===== config.mk =====
export PLATFORM = sky130hd
export DESIGN_NAME = dbgu_uart_rx
export DESIGN_NICKNAME = d
export VERILOG_FILES = /design/src/rtl/dbgu_uart_rx.sv
export SDC_FILE = /design/constraint.sdc
export NUM_CORES = 1
export LEC_CHECK = 0
export ABC_AREA = 1
export CORE_ASPECT_RATIO = 1.75
export CORE_MARGIN = 3
export CORE_UTILIZATION = 50
export DETAILED_ROUTE_END_ITERATION = 10
export GPL_TIMING_DRIVEN = 0
export HOLD_SLACK_MARGIN = 0.05
export PLACE_DENSITY = 0.67
export SYNTH_ARGS = -nofsm -noshare
export SYNTH_HDL_FRONTEND = slang
export SYNTH_SLANG_ARGS = --single-unit

===== constraint.sdc =====
create_clock -name clk -period 2.8 [get_ports clk]
set_input_delay 0.42 -clock clk [delete_from_list [all_inputs] [get_ports clk]]
set_output_delay 0.42 -clock clk [all_outputs]
set_load 0.05 [all_outputs]

===== src/rtl/dbgu_uart_rx.sv =====
// 8N1 UART receiver for the dbgu32 host link: 2-FF synchroniser, oversampling FSM,
// first-word fall-through byte FIFO with cts flow control and error pulses.
module dbgu_uart_rx #(
    parameter int CLK_FREQ   = 12000000,
    parameter int UART_FREQ  = 115200,
    parameter int DEPTH      = 16,
    parameter int CTS_MARGIN = 2
) (
    input  logic                       clk,
    input  logic                       reset,
    input  logic                       rx,
    output logic                       cts,
    output logic [7:0]                 rd_data,
    output logic                       rd_valid,
    input  logic                       rd_ready,
    output logic [$clog2(DEPTH):0]     level,
    output logic                       frame_err,
    output logic                       overrun
);

    localparam int DIV  = CLK_FREQ / UART_FREQ;
    localparam int HALF = DIV / 2;
    localparam int CW   = $clog2(DIV + 1);
    localparam int AW   = $clog2(DEPTH);
    localparam int LW   = AW + 1;

    localparam logic [CW-1:0] CNT_BIT  = CW'(DIV - 1);
    localparam logic [CW-1:0] CNT_HALF = CW'(HALF - 1);
    localparam logic [LW-1:0] LVL_FULL = LW'(DEPTH);
    localparam logic [LW-1:0] LVL_CTS  = LW'(DEPTH - CTS_MARGIN);

    typedef enum logic [2:0] {HUNT, IDLE, START, DATA, STOP} state_t;

    state_t         state, state_next;
    logic           rx_m, rx_s;
    logic [CW-1:0]  cnt;
    logic [CW-1:0]  cnt_val;
    logic           cnt_load, cnt_zero;
    logic [2:0]     bit_idx;
    logic [7:0]     shreg;
    logic           bit_clr, shift_en, push, ferr_c;

    logic [7:0]     mem [DEPTH];
    logic [AW-1:0]  wr_ptr, rd_ptr;
    logic [LW-1:0]  level_next;
    logic           pop, full, wr_en, ovr_c;

    always_ff @(posedge clk) begin
        if (reset) begin
            rx_m <= 1'b1;
            rx_s <= 1'b1;
        end else begin
            rx_m <= rx;
            rx_s <= rx_m;
        end
    end

    assign cnt_zero = (cnt == '0);

    always_ff @(posedge clk) begin
        if (reset) state <= HUNT;
        else       state <= state_next;
    end

    always_comb begin
        state_next = state;
        case (state)
            HUNT:  if (rx_s && cnt_zero) state_next = IDLE;
            IDLE:  if (!rx_s) state_next = START;
            START: if (cnt_zero) state_next = rx_s ? IDLE : DATA;
            DATA:  if (cnt_zero && bit_idx == 3'd7) state_next = STOP;
            STOP:  if (cnt_zero) state_next = rx_s ? IDLE : HUNT;
            default: state_next = HUNT;
        endcase
    end

    // HUNT reloads on every low sample so it only exits after DIV consecutive highs.
    always_comb begin
        cnt_load = 1'b0;
        cnt_val  = CNT_BIT;
        bit_clr  = 1'b0;
        shift_en = 1'b0;
        push     = 1'b0;
        ferr_c   = 1'b0;
        case (state)
            HUNT: if (!rx_s) cnt_load = 1'b1;
            IDLE: if (!rx_s) begin
                cnt_load = 1'b1;
                cnt_val  = CNT_HALF;
            end
            START: if (cnt_zero && !rx_s) begin
                cnt_load = 1'b1;
                bit_clr  = 1'b1;
            end
            DATA: if (cnt_zero) begin
                cnt_load = 1'b1;
                shift_en = 1'b1;
            end
            STOP: if (cnt_zero) begin
                if (rx_s) begin
                    push = 1'b1;
                end else begin
                    ferr_c   = 1'b1;
                    cnt_load = 1'b1;
                end
            end
            default: ;
        endcase
    end

    always_ff @(posedge clk) begin
        if (reset) begin
            cnt     <= CNT_BIT;
            bit_idx <= '0;
            shreg   <= '0;
        end else begin
            if (cnt_load)      cnt <= cnt_val;
            else if (!cnt_zero) cnt <= cnt - CW'(1);
            if (bit_clr)       bit_idx <= '0;
            else if (shift_en) bit_idx <= bit_idx + 3'd1;
            if (shift_en)      shreg <= {rx_s, shreg[7:1]};
        end
    end

    assign rd_valid   = (level != '0);
    assign rd_data    = mem[rd_ptr];
    assign pop        = rd_valid & rd_ready;
    assign full       = (level == LVL_FULL);
    assign wr_en      = push & (~full | pop);
    assign ovr_c      = push & full & ~pop;
    assign level_next = level + LW'(wr_en) - LW'(pop);

    always_ff @(posedge clk) begin
        if (wr_en) mem[wr_ptr] <= shreg;
    end

    always_ff @(posedge clk) begin
        if (reset) begin
            wr_ptr    <= '0;
            rd_ptr    <= '0;
            level     <= '0;
            cts       <= 1'b0;
            frame_err <= 1'b0;
            overrun   <= 1'b0;
        end else begin
            if (wr_en) wr_ptr <= wr_ptr + AW'(1);
            if (pop)   rd_ptr <= rd_ptr + AW'(1);
            level     <= level_next;
            cts       <= (level_next >= LVL_CTS);
            frame_err <= ferr_c;
            overrun   <= ovr_c;
        end
    end

endmodule

* After elaboration in Yosys (flattened, before gate mapping)
Memories as Yosys holds them, arrays and structs flattened. A register that Yosys moved wholly into a read port is not among the register bits. Cells that the tools add are included.
Storage, ports and cells: memory bits (writable) 128, latch bits 0, output and inout bits 17, memory bits (read-only) 0, word-level logic and storage cells 77, memories 1, bits of input ports 4, bits in registers 39
Memory list:
- mem | depth 16, width 8, read ports 1, clocked after memory_dff 1, write ports 1, RTL line 43 | logic [7:0] mem [DEPTH];
Cells by class: muxes and demuxes 26, bitwise gates (word level) 8, reduce and logical (&&, ||, !) cells 11, $lt $le $gt $ge 1, shift operators 0, $add $sub $neg 6, multipliers 0, equality and inequality tests 12, div/mod/pow operators 0
Operators by type and width (number):
- $mux 7 | 4
- $mux 3 | 5
- $pmux 3 s5 | 1
- $mux 1 | 12
- $ne 2x2->1 const B | 6
- $add 4x1->4 const B | 2
- $mux 4 | 2
- $logic_not 7->1 | 1
- $sub 7x1->7 const B | 1
- $eq 3x2->1 const B | 2
- $eq 3x3->1 const B | 2
- $reduce_or 2->1 | 3
- $add 5x1->5 | 1
- $eq 5x5->1 const B | 1
- $ge 5x4->1 const B | 1
- $reduce_and 5->1 | 1
- $reduce_bool 5->1 | 1
- $sub 5x1->5 | 1
- $and 1x1->1 | 4
- $pmux 1 s4 | 1
- $add 3x1->3 const B | 1
- $eq 3x1->1 const B | 1
- $logic_and 1x1->1 | 3
- $logic_not 3->1 | 1
- other kinds (4) | 6

* Logic depth before layout (Yosys ltp)
Gate-level depths: netlist of the first run.
depth in word-level cells 7, gate-level depth with buffers 17, gate-level depth less buffers 17

* Least setup slack after synthesis of the first run
Ideal clock, no wire load.
path type register to register, start point register level[2], end point register cts, setup slack -199 ps, cell stages (with the launch flop) 18, buffers on the path 0, data required time 2678 ps, setup time 122 ps, clock period less this slack 2999 ps, arrival 2877 ps, path through dfxtp_1 -> inv_1 -> ha_1 -> nand2_1 -> nor2_1 -> nand2_1 -> nand2_1 -> inv_2 -> ha_1 -> inv_1 -> ha_1 -> fa_1 -> nand2_1 -> nand2_1 -> a21oi_1 -> nand2_1 -> nand2_1 -> o21ai_0
Between the ends: longest elaborated chain between the ends 7, elaborated cells between the ends (all ways) 9, those cells by class add/sub (2); order compare (1); eq/ne (1); bitwise (4); reduce/logical (1)
Ends and longest elaborated chain:
- start: declaration | RTL line 16 | output logic [$clog2(DEPTH):0] level,
- start signal: assignment | RTL line 148 | level <= level_next;
- $reduce_bool 5->1 * | RTL line 125 | assign rd_valid = (level != '0);
- via rd_valid | RTL line 14 | output logic rd_valid,
- $and 1x1->1 * | RTL line 127 | assign pop = rd_valid & rd_ready;
- $or 1x1->1 | RTL line 129 | assign wr_en = push & (~full | pop);
- $and 1x1->1 | RTL line 129
- $add 5x1->5 | RTL line 131 | assign level_next = level + LW'(wr_en) - LW'(pop);
- $sub 5x1->5 * | RTL line 131
- $ge 5x4->1 * | RTL line 149 | cts <= (level_next >= LVL_CTS);
- end signal: assignment | RTL line 149
- end: declaration | RTL line 12 | output logic cts,
The timed path passes the listed nets; every way through them passes the cells marked *. A chain may end at the register's enable or synchronous reset.

==> flow_metrics.py, run 1 <==
metrics = {
    "synth": {
        "synth_ff_type": "edfxtp_1",
        "synth_most_common_cell": "nor2_1",
        "yosys_warnings": 0,
        "async_reset_ff_frac": 0,
        "syn_avg_cell_area_um2": 10.8,
        "ys_seq_area_frac": 0.654,
        "syn_area_um2": 7190,
        "synthDistinctLibCells": 37,
        "yosys.area.top_type": "edfxtp_1",
        "synth.cells.most_frequent": "nor2_1, edfxtp_1, o21ai_0, nand2_1, dfxtp_1",
        "synth.area.top_cells": "edfxtp_1, dfxtp_1, nor2_1",
        "ys_seq_elements": 171,
        "synth_top_cell_area_share": 0.535,
        "syn_inst": 667,
        "synth_edf_count": 128,
        "synth_fp_nets": 687,
    },
    "grt": {
        "grt_pass1_vias": 5327,
        "grt_antenna_before_repair": 0,
        "grt_usage": 0.227,
        "grt_overflow": 0,
        "grt_pass1_wl_um": 27600,
        "grt_max_degree": 19,
    },
    "sta": {
        "fin_crit_ns": 2.68,
        "fmax_ghz": 0.373,
        "drv_slew": 0,
        "skew_ns": 0.00801,
        "tightestPinTransition_ns": 0.888,
        "setup_violations": 0,
        "hold_viol": 0,
        "worst_slack_ns": 0.116,
        "relSlewSlack": 0.406,
        "rsz0062_at_grt": "true",
        "hold_slack_ns": 0.422,
        "period_share": 0.959,
    },
    "critical_path": {
        "r2r_end": "cts",
        "worst_ep_arrival_time_ns": 2.26,
        "r2r_slack_ns": 0.21,
        "r2r-start": "cnt[0]",
        "critical_path_class": "reg2out",
        "cp_data_required_time_ns": 2.38,
        "startpoint_type": "register",
        "rr_worst_depth": 17,
        "endpoint": "rd_data[5]",
        "cp-end-kind": "output port",
        "cp_max_fo": 10,
    },
    "pwr": {
        "power_w": 0.00691,
        "ir_drop_mv": 0.639,
        "power_density_nw_per_um2": 843,
        "p_sw_w": 0.00240,
        "internal_power_w": 0.00452,
        "power_frac_clock": 0.313,
        "comb_power_share": 0.275,
        "switching_share": 0.347,
        "cellLeakagePower_nw": 3.13,
        "power_frac_seq": 0.412,
    },
    "clock_tree": {
        "cts.sinks": 171,
        "path_clk_slew_ns": 0.06,
        "root_buffer": "clkbuf_16",
        "cts_buffers": 17,
        "cts_hold_buf": 0,
        "clk-insertion-delay-late_ns": 0.43,
        "cts_tree": "done",
        "clk_path_buf_depth": 2,
        "cts_max_level": 4,
    },
    "floorplanning": {
        "die-area_um2": 15900,
        "ios": 21,
        "dieWidth_um": 96.7,
        "core_um2": 14000,
        "start_util": 0.514,
        "num_rows": 57,
        "dieHeight_um": 165,
    },
    "place": {
        "place_hpwl_um": 12000,
        "port_buffers": 20,
        "finalWeightedCongestion": 0.899,
        "post_dp_cell_area_um2": 7620,
        "dp_slack_ns": -0.166,
    },
    "final_layout": {
        "area_growth_pct": 14.0,
        "fillers": 1196,
        "final_area_um2": 8200,
        "fin_util": 0.587,
        "diodes": 0,
        "drive_above_1_share": 0.134,
        "final_nets": 730,
    },
    "status": {
        "outcome": "finished clean",
    },
    "detailed_routing": {
        "drt_iter0_markers": 355,
        "ant_nets": 0,
        "first_pass_iters": 5,
        "drc": 0,
        "num_vias": 5053,
        "highest_layer": "met4",
        "drt-wirelength-per-cell_um": 19.0,
        "drt-total-wl_um": 17100,
        "wl_met3_um": 740,
        "dr_wl_met2_um": 9430,
        "post_drt_via_cell_ratio": 5.61,
        "met1Wirelength_um": 6120,
    },
    "worst_hold_path": {
        "holdPathStages": 1,
        "hold_path_class": "reg2reg",
        "hp-start": "rx_m",
    },
    "flow_run": {
        "drv_cap": 0,
    },
}
-- registers in the layout, indices dropped and copies added, names as in the netlist, named ones only --
register,count
rx_s,1
frame_err,1
shreg,8
mem,128
bit_idx,3
rx_m,1
wr_ptr,4
state,3
level,5
rd_ptr,4
overrun,1
cts,1
cnt,7
-- routing by layer --
metal	vias to the layer above	GRT usage
met5	-	0
li1	2418	-
met2	171	0.435
met1	2418	0.227
met4	0	0.114
met3	46	0.0507
-- logic make-up (layout without fill, tap and decap cells) --
group / after synthesis / count (layout) / synth area share
simple gates: 268 / 268 / 0.161
flops: 171 / 171 / 0.654
compound gates: 138 / 138 / 0.109
buf+inv: 67 / 123 / 0.0385
fa+ha+maj: 16 / 16 / 0.0289
xor+xnor: 7 / 7 / 0.00853
-- worst max-delay path: stages, from the launching register on --
cell	delay, ns
dfxtp_1	0.32
clkbuf_4	0.19
inv_2	0.16
buf_4	0.22
nor2_1	0.05
nor2_1	0.10
o21ai_0	0.10
o211ai_1	0.21
nand3_1	0.14
nand2_1	0.10
clkbuf_4	0.23
-- power by group through the flow --
stage	Clock, W	Sequential, W	Combinational [W]
finish	0.00216	0.00285	0.00190
global route	0.00231	0.00286	0.00211
CTS	0.00218	0.00285	0.00191
detailed placement	0	0.00290	0.00188
global placement	0	0.00290	0.00183
floorplan	0	0.00301	0.00118
-- worst min path at each step --
stage                     endpoint
after floorplan               rx_s
after global routing          rx_s
after CTS                     rx_s
after detailed placement      rx_s
final                         rx_s
after global placement        rx_s
-- what timing repair did --
item | in CTS | in global routing
setup endpoints to repair | 10 | 10
pin swaps | 8 | 1
setup buffers | 2 | 2
resized for setup | 43 | 23
-- per-stage QoR --
stage | instances | setup TNS, ns
6_report | 900 | 0
4_1_cts | 898 | 0
5_1_grt | 900 | -0.0393
3_3_place_gp | 864 | -0.612
3_5_place_dp | 864 | -0.836
2_1_floorplan | 667 | 0
-- cells in the final DEF (no fill, tap or decap), drive strengths merged --
master	n
clkbuf	38
o211ai	32
fa	1
a21oi	17
buf	20
clkinv	9
inv	41
edfxtp	128
xnor2	2
o22ai	1
clkdlybuf4s50	12
nor4	1
clkinvlp	3
nand2	67
dfxtp	43
ha	15
a211oi	1
a21o	1
nor2	157
nand3	33
or2	4
nor3	3
o21ai	86
nand4	3
xor2	5
-- area by class of cell --
class / count / area (um2) / area share
clock buffer: 17 / 425 / 0.0519
buffer: 29 / 158 / 0.0192
tap: 177 / 221 / 0.0270
inverter: 38 / 144 / 0.0175
multi-input combinational: 429 / 2220 / 0.271
clock inverter: 15 / 119 / 0.0145
timing repair buffer: 24 / 203 / 0.0247
sequential: 171 / 4710 / 0.574
Power figures use the tool's default switching activity.
==> run 2: changes to the inputs <==
ABC_CLOCK_PERIOD_IN_PS = 2800   (was default)
PLACE_DENSITY = 0.73   (was 0.67)
==> run 2 against run 1 <==
Critical path depth stayed put. Clock skew is 0.0055 ns higher. Setup slack worse by 0.040 ns. Final area hardly changed. Via count is 0.89% higher. Critical path type unchanged.
==> flow_metrics.py, run 2 (synthesis gave the netlist of run 1 again) <==
metrics = {
    "pwr": {
        "power_density_nw_per_um2": 859,
        "ir_drop_mv": 0.722,
        "comb_power_share": 0.270,
        "power_frac_seq": 0.405,
        "internal_power_w": 0.00462,
        "p_sw_w": 0.00243,
        "power_frac_clock": 0.326,
        "switching_share": 0.345,
        "power_w": 0.00705,
        "cellLeakagePower_nw": 3.13,
    },
    "clock_tree": {
        "cts_tree": "done",
        "clk_path_buf_depth": 2,
        "root_buffer": "clkbuf_16",
        "cts_buffers": 17,
        "path_clk_slew_ns": 0.07,
        "clk-insertion-delay-late_ns": 0.43,
        "cts_max_level": 4,
        "cts.sinks": 171,
    },
    "floorplanning": {
        "core_um2": 14000,
        "dieHeight_um": 165,
        "dieWidth_um": 96.7,
        "start_util": 0.514,
        "die-area_um2": 15900,
        "ios": 21,
        "num_rows": 57,
    },
    "final_layout": {
        "fin_cells": 896,
        "regArea_um2": 4710,
        "largestRegisters": "mem: 128 flops, shreg: 8 flops, cnt: 7 flops",
        "area_growth_pct": 14.1,
        "fillers": 1214,
        "drive_above_1_share": 0.129,
        "mostFrequentLayoutCells": "nor2_1, edfxtp_1, o21ai_0, nand2_1, dfxtp_1",
        "largest_reg_flops": 128,
        "diodes": 0,
        "multi_input_area_um2": 2230,
        "layout_commonest_cell": "nor2_1",
        "top_register": "mem",
        "final_nets": 727,
    },
    "status": {
        "outcome": "finished clean",
    },
    "detailed_routing": {
        "drc": 0,
        "drt-total-wl_um": 16900,
        "post_drt_via_cell_ratio": 5.69,
        "drt_iter0_markers": 425,
        "ant_nets": 0,
        "num_vias": 5098,
        "first_pass_iters": 5,
        "drt-wirelength-per-cell_um": 18.9,
    },
    "sta": {
        "skew_ns": 0.0135,
        "fin_crit_ns": 2.72,
        "rsz0062_at_grt": "true",
        "tightestPinTransition_ns": 0.869,
        "hold_viol": 0,
        "fmax_ghz": 0.367,
        "drv_slew": 0,
        "period_share": 0.973,
        "relSlewSlack": 0.419,
        "setup_violations": 0,
    },
    "critical_path": {
        "rr_worst_depth": 17,
        "r2r-start": "cnt[0]",
        "cp_data_required_time_ns": 2.38,
        "cp_max_fo": 10,
        "worst_ep_arrival_time_ns": 2.30,
        "startpoint_type": "register",
        "endpoint": "rd_data[1]",
        "cp-end-kind": "output port",
        "r2r_slack_ns": 0.19,
        "r2r_end": "cts",
        "critical_path_class": "reg2out",
    },
    "place": {
        "place_hpwl_um": 11800,
        "finalWeightedCongestion": 0.920,
        "dp_cells": 864,
        "port_buffers": 20,
    },
    "grt": {
        "grt_pass1_vias": 5093,
        "grt_usage": 0.220,
        "grt_overflow": 0,
        "grt_pass1_wl_um": 26700,
        "grt_max_degree": 19,
        "grt_antenna_before_repair": 0,
    },
    "worst_hold_path": {
        "hold_path_class": "reg2reg",
    },
    "flow_run": {
        "drv_cap": 0,
    },
}
[run 2: cell count changes in the layout (fill, tap and decap cells not counted), sizes merged]
cell | before | now
bufinv | 0 | 1
clkbuf | 38 | 35
inv | 41 | 46
clkinv | 9 | 2
[run 2: what timing repair did]
action / in CTS / in global routing
setup buffers: 1 / 0
pin swaps: 2 / 0
gates resized for setup: 39 / 24
hold buffers: 0 / 0
setup endpoints to repair: 10 / 10
endpoints found under the hold margin: 0 / 0
[run 2: per-stage QoR]
stage                     area [um2]  setup TNS, ns  hold WS (ns)  setup slack [ns]   util
final                           8210              0         0.415            0.0753  0.587
after global routing            8210        -0.0207         0.432           -0.0207  0.587
after CTS                       8230              0         0.419          0.000305  0.589
after detailed placement        7620          -1.03         0.399            -0.186  0.545
after global placement          7620         -0.616         0.402            -0.139  0.545
after floorplan                 7200              0         0.389             0.130      -
[run 2: routing by layer]
| metal | GRT usage | vias up | wire length, um |
|---|---|---|---|
| li1 | - | 2399 | - |
| met1 | 0.222 | 2401 | 5810 |
| met2 | 0.425 | 239 | 9320 |
| met3 | 0.0363 | 59 | 949 |
| met4 | 0.123 | 0 | 844 |
| met5 | 0 | - | 0 |
[run 2: cell type report]
class	count	area share
Clock inverter	14	0.0183
Tap cell	177	0.0270
Timing Repair Buffer	21	0.0210
Buffer	29	0.0194
Clock buffer	17	0.0518
Sequential cell	171	0.574
Inverter	38	0.0175
Multi-Input combinational cell	429	0.271
[run 2: power by group through the flow]
stage / combinational [W] / sequential, W / clock (W)
2_1_floorplan: 0.00118 / 0.00301 / 0
3_3_place_gp: 0.00182 / 0.00290 / 0
3_5_place_dp: 0.00187 / 0.00290 / 0
4_1_cts: 0.00190 / 0.00285 / 0.00232
5_1_grt: 0.00208 / 0.00286 / 0.00242
6_report: 0.00190 / 0.00285 / 0.00230
[run 2: worst min path at each step]
stage | startpoint | end | slack (ns) | cells after the start
2_1_floorplan | rx_m | rx_s | 0.39 | 1
3_3_place_gp | rx_m | rx_s | 0.40 | 1
3_5_place_dp | rx_m | rx_s | 0.40 | 1
4_1_cts | rx_m | rx_s | 0.42 | 1
5_1_grt | rx_m | rx_s | 0.43 | 1
6_report | rx_m | rx_s | 0.41 | 1
[run 2: worst max-delay path: stages, from the launching register on]
cell      delay [ns]
dfxtp_1         0.34
buf_4           0.19
inv_2           0.15
buf_4           0.23
nor2_1          0.05
nor2_1          0.07
o21ai_0         0.12
o211ai_1        0.21
nand3_1         0.15
nand2_1         0.10
buf_2           0.26
